$ cat config.mk
export PLATFORM = sky130hd
export DESIGN_NAME = bp_run_ctrl
export DESIGN_NICKNAME = d
export VERILOG_FILES = /design/src/rtl/bp_run_ctrl_pkg.sv /design/src/rtl/bp_sat_counter.sv /design/src/rtl/bp_run_ctrl.sv
export SDC_FILE = /design/constraint.sdc
export NUM_CORES = 1
export LEC_CHECK = 0
export CORE_MARGIN = 1.5
export CORE_UTILIZATION = 40
export DETAILED_ROUTE_END_ITERATION = 7
export GPL_TIMING_DRIVEN = 0
export PLACE_DENSITY = 0.7
export SKIP_CTS_REPAIR_TIMING = 1
export SYNTH_ARGS = -nofsm -noshare
export SYNTH_HDL_FRONTEND = slang
export SYNTH_SLANG_ARGS = --single-unit
$ cat constraint.sdc
create_clock -name clk -period 5.95 [get_ports clk]
set_input_delay 1.19 -clock clk [delete_from_list [all_inputs] [get_ports clk]]
set_output_delay 1.19 -clock clk [all_outputs]
set_load 0.1 [all_outputs]
$ cat src/rtl/bp_run_ctrl_pkg.sv
// Shared PDU run-control definitions: run-state encodings and halt-cause codes.
package bp_run_ctrl_pkg;

    typedef enum logic [1:0] {
        RS_HALT = 2'd0,
        RS_RUN  = 2'd1,
        RS_STEP = 2'd2
    } run_state_t;

    typedef enum logic [1:0] {
        HC_NONE = 2'd0,
        HC_BP   = 2'd1,
        HC_STOP = 2'd2,
        HC_STEP = 2'd3
    } halt_cause_t;

endpackage

$ cat src/rtl/bp_sat_counter.sv
// Saturating up-counter with synchronous clear; clear wins over enable.
module bp_sat_counter #(
    parameter int CNT_W = 32
) (
    input  logic             clk,
    input  logic             rst,
    input  logic             clr,
    input  logic             en,
    output logic [CNT_W-1:0] cnt
);

    localparam logic [CNT_W-1:0] ONE = CNT_W'(1);

    logic [CNT_W-1:0] cnt_reg;

    always_ff @(posedge clk or negedge rst) begin
        if (!rst) begin
            cnt_reg <= '0;
        end else if (clr) begin
            cnt_reg <= '0;
        end else if (en && (cnt_reg != '1)) begin
            cnt_reg <= cnt_reg + ONE;
        end
    end

    assign cnt = cnt_reg;

endmodule

$ cat src/rtl/bp_run_ctrl.sv
// PDU run control: run/step/stop FSM driving cpu_en, head-breakpoint match and
// pop pulse, halt PC/cause capture and per-run cycle/instruction counters.
module bp_run_ctrl
    import bp_run_ctrl_pkg::*;
#(
    parameter int STEP_TIMEOUT = 16,
    parameter int CNT_W        = 32
) (
    input  logic             clk,
    input  logic             rst,
    input  logic             cmd_run,
    input  logic             cmd_step,
    input  logic             cmd_stop,
    input  logic             cpu_commit,
    input  logic [31:0]      cpu_pc,
    input  logic [31:0]      bp_0,
    input  logic [2:0]       bp_valid,
    output logic             cpu_en,
    output logic             reach_bp,
    output logic [1:0]       run_state,
    output logic [31:0]      halt_pc,
    output logic [1:0]       halt_cause,
    output logic [CNT_W-1:0] cycle_cnt,
    output logic [CNT_W-1:0] inst_cnt
);

    localparam int              TMR_W    = $clog2(STEP_TIMEOUT + 1);
    localparam logic [TMR_W-1:0] TMR_LOAD = TMR_W'(STEP_TIMEOUT);
    localparam logic [TMR_W-1:0] TMR_ONE  = TMR_W'(1);

    run_state_t       state_reg, state_next;
    halt_cause_t      cause_reg, cause_next;
    logic [TMR_W-1:0] tmr_reg, tmr_next;
    logic             cpu_en_reg;
    logic             reach_bp_reg;
    logic [31:0]      halt_pc_reg;
    logic             start;
    logic             commit_v;
    logic             hit;
    logic             unused_bits;

    // Only the head entry of the list is examined here.
    assign unused_bits = ^bp_valid[2:1];

    assign commit_v = cpu_commit & cpu_en_reg;
    assign hit      = commit_v & bp_valid[0] & (cpu_pc == bp_0);

    always_comb begin
        state_next = state_reg;
        cause_next = cause_reg;
        tmr_next   = tmr_reg;
        start      = 1'b0;
        case (state_reg)
            RS_HALT: begin
                if (cmd_run) begin
                    state_next = RS_RUN;
                    start      = 1'b1;
                end else if (cmd_step) begin
                    state_next = RS_STEP;
                    start      = 1'b1;
                end
                if (start) begin
                    cause_next = HC_NONE;
                    tmr_next   = TMR_LOAD;
                end
            end
            RS_RUN: begin
                if (hit) begin
                    state_next = RS_HALT;
                    cause_next = HC_BP;
                end else if (cmd_stop) begin
                    state_next = RS_HALT;
                    cause_next = HC_STOP;
                end
            end
            RS_STEP: begin
                tmr_next = tmr_reg - TMR_ONE;
                if (hit) begin
                    state_next = RS_HALT;
                    cause_next = HC_BP;
                end else if (cmd_stop) begin
                    state_next = RS_HALT;
                    cause_next = HC_STOP;
                end else if (commit_v || (tmr_reg == TMR_ONE)) begin
                    // Timer at one means this is the last permitted STEP cycle.
                    state_next = RS_HALT;
                    cause_next = HC_STEP;
                end
            end
            default: begin
                state_next = RS_HALT;
            end
        endcase
    end

    always_ff @(posedge clk or negedge rst) begin
        if (!rst) begin
            state_reg    <= RS_HALT;
            cause_reg    <= HC_NONE;
            tmr_reg      <= '0;
            cpu_en_reg   <= 1'b0;
            reach_bp_reg <= 1'b0;
            halt_pc_reg  <= '0;
        end else begin
            state_reg    <= state_next;
            cause_reg    <= cause_next;
            tmr_reg      <= tmr_next;
            cpu_en_reg   <= (state_next != RS_HALT);
            reach_bp_reg <= hit;
            if (commit_v) begin
                halt_pc_reg <= cpu_pc;
            end
        end
    end

    bp_sat_counter #(.CNT_W(CNT_W)) u_cycle_cnt (
        .clk (clk),
        .rst (rst),
        .clr (start),
        .en  (cpu_en_reg),
        .cnt (cycle_cnt)
    );

    bp_sat_counter #(.CNT_W(CNT_W)) u_inst_cnt (
        .clk (clk),
        .rst (rst),
        .clr (start),
        .en  (commit_v),
        .cnt (inst_cnt)
    );

    assign cpu_en     = cpu_en_reg;
    assign reach_bp   = reach_bp_reg;
    assign run_state  = state_reg;
    assign halt_pc    = halt_pc_reg;
    assign halt_cause = cause_reg;

endmodule

==> results_dict.tcl <==
set metrics [dict create \
    rows 43 \
    fin_crit_sh_pct 53.7 \
    drv_slew 0 \
    required_ns 6.17 \
    die_x_um 121 \
    drive_gt1_share_pct 4.67 \
    setup_viol 0 \
    area_growth_pct 40.1 \
    wire_per_inst_um 15.1 \
    grt_usage_pct 20.6 \
    status "finished, final reports clean" \
    hpwlAfterDp_mm 11.1 \
    overflow 0 \
    place_inst 957 \
    final_cells 973 \
    fin_area_sq_mm 0.00784 \
    drtPass1Iterations 4 \
    cts-root-buf "clkbuf_16" \
    synth_cells 604 \
    insertion_delay_ns 0.35 \
    ys_seq_area_share_pct 47.9 \
    min_from "halt_pc[4]$_DFFE_PN0P_" \
    hp-class "reg2reg" \
    detail-route-antenna-nets 0 \
    grt_pass1_wl_mm 23.7 \
    num_vias 5010 \
    ys_warn_count 0 \
    yosysUniqueCellTypes 54 \
    min_to "halt_pc[4]$_DFFE_PN0P_" \
    leakagePower_nw 3.34 \
    core-area_sq_mm 0.0138 \
    fill_cells 1222 \
    clk_path_buf_depth 2 \
    drt-total-wl_mm 14.7 \
    antenna_found_initial 0 \
    busiest_layer "met2" \
    die_h_um 121 \
    hold_viol 0 \
    tritoncts "yes" \
    final_cell_mix "171 x clkdlybuf4s50_1, 127 x nand2_1, 107 x dfrtp_1, 65 x nor2_1, 49 x xor2_1" \
    maxSlewHeadroom_pct 30.5 \
    reg2regPathDepth 6 \
    rsz0062_at_grt "no" \
    utilization_pct 56.9 \
    diodes 0 \
    viasPerCell 5.15 \
    reg2reg_to "u_inst_cnt.cnt[23]$_DFFE_PN0P_" \
    fp.dieArea_sq_mm 0.0147 \
    cp-end-kind "flip-flop" \
    hold_depth 2 \
    critPathArrivalTime_ns 3.42 \
    route.detailed.drc 0 \
    drt_iter0_drc 274 \
    ys.flop_type "dfrtp_1" \
    nNetsFinal 869 \
    place_congestion 0.840 \
    cts.htree.levels 3 \
    initial_core_util_pct 40.6 \
    crit_path_start_kind "input pin" \
    max-cap-violations 0 \
    p_total_mw 3.27 \
    grt_max_degree 59 \
    io_buffers 172 \
    cts_made_buffers 9 \
    synth_nets 685 \
    tightest_slew_ns 1.04 \
    fin_ws_ns 2.75 \
    path_max_fanout 5 \
    place_area_sq_mm 0.00757 \
    fmax_mhz 313 \
    grt_pass1_vias 4783 \
    clk_pin_slew_ns 0.07 \
    synth_edf_count 0 \
    p_per_area_mw_per_mm2 418 \
    cts.sinks 107 \
    syn_area_sq_mm 0.00559 \
    globalRouteMet2Util_pct 33.8 \
    synth_area_per_cell_sq_um 9.26 \
    ios 175 \
    critPathKind "in2reg" \
    globalRouteMet3Util_pct 5.73 \
    peakVddDrop_mv 0.499 \
    place_ws_ns 2.37 \
    final_common_cell "clkdlybuf4s50_1" \
    met1_usage_pct 26.2 \
    synth-async-reset-ratio_pct 100 \
    fin_skew_ns 0.00658 \
    r2r_setup_slack_ns 3.56 \
    r2r_start "cpu_en$_DFF_PN0_" \
    hold-worst-slack_ns 0.478 \
    min_period_ns 3.20 \
    synth-seq-cells 107 \
    fin_setup_tns_ns 0 \
]
==> cells in the mapped netlist (3+ instances only) <==
master / instances / area share (%)
a21oi_1: 13 / 1.2
a31oi_1: 3 / 0.34
and2_1: 5 / 0.56
and3_1: 13 / 1.5
and4_1: 6 / 0.94
buf_2: 4 / 0.36
clkbuf_1: 11 / 0.74
dfrtp_1: 107 / 48
ha_1: 8 / 1.8
inv_1: 10 / 0.67
nand2_1: 127 / 8.5
nand3_1: 29 / 2.6
nand3b_1: 3 / 0.40
nand4_1: 25 / 2.8
nor2_1: 65 / 4.4
nor3_1: 16 / 1.4
nor3b_1: 4 / 0.54
nor4_1: 10 / 1.1
nor4_4: 3 / 1.1
o21ai_0: 10 / 0.89
or2_2: 4 / 0.45
or3_1: 6 / 0.67
xnor2_1: 36 / 5.6
xor2_1: 49 / 7.7
==> worst max path at each step <==
| stage | slack (ns) | endpoint | from | cells after the start |
|---|---|---|---|---|
| after floorplan | 3.21 | halt_cause[1]$_DFFE_PN0P_ | bp_0[6] | 6 |
| after global placement | -0.44 | halt_pc[3]$_DFFE_PN0P_ | rst | 1 |
| after detailed placement | 2.37 | halt_cause[1]$_DFFE_PN0P_ | cpu_pc[24] | 7 |
| after CTS | 2.74 | halt_cause[1]$_DFFE_PN0P_ | cpu_pc[24] | 7 |
| after global routing | 2.66 | halt_cause[1]$_DFFE_PN0P_ | cpu_pc[24] | 7 |
| final | 2.75 | halt_cause[1]$_DFFE_PN0P_ | cpu_pc[24] | 7 |
==> worst max-delay path: stages <==
cell,delay [ns]
clkdlybuf4s50_1,0.51
xnor2_1,0.13
nand4_1,0.12
or4_1,0.66
nor4_4,0.44
o21ai_0,0.20
o2bb2ai_1,0.16
==> routing by layer <==
layer	share of wire [%]	up-vias	routed length, um
met3	8.5	19	1240
li1	-	2423	-
met4	2.1	0	302
met2	47	182	6850
met5	0	-	0
met1	43	2386	6260
==> final cells by class <==
cell class              instances  area (sq um)  area share [%]
clock buffers                  14           264            3.37
inverters                      10          37.5           0.479
well taps                     180           225            2.87
repair buffers                173          1750            22.3
clock inverters                 2          10.0           0.128
plain buffers                  20          96.3            1.23
flip-flops and latches        107          2680            34.2
multi-input cells             467          2780            35.5
==> cells by family after synthesis <==
| group | synth area share, % |
|---|---|
| AO/OA/AOI/OAI | 4.54 |
| multiplexers | 0.358 |
| flip-flops | 47.9 |
| XOR/XNOR | 13.3 |
| adder cells (fa/ha/maj) | 1.79 |
| AND/OR/NAND/NOR | 29.7 |
| buffers and inverters | 2.39 |
==> report_power, final <==
part | leakage [nW] | switching, mW | internal (mW)
clock | 0.137 | 0.256 | 0.306
sequential | 1.43 | 0.106 | 0.869
combinational | 1.77 | 1.32 | 0.414
No activity file was read; power rests on OpenSTA's default activity.
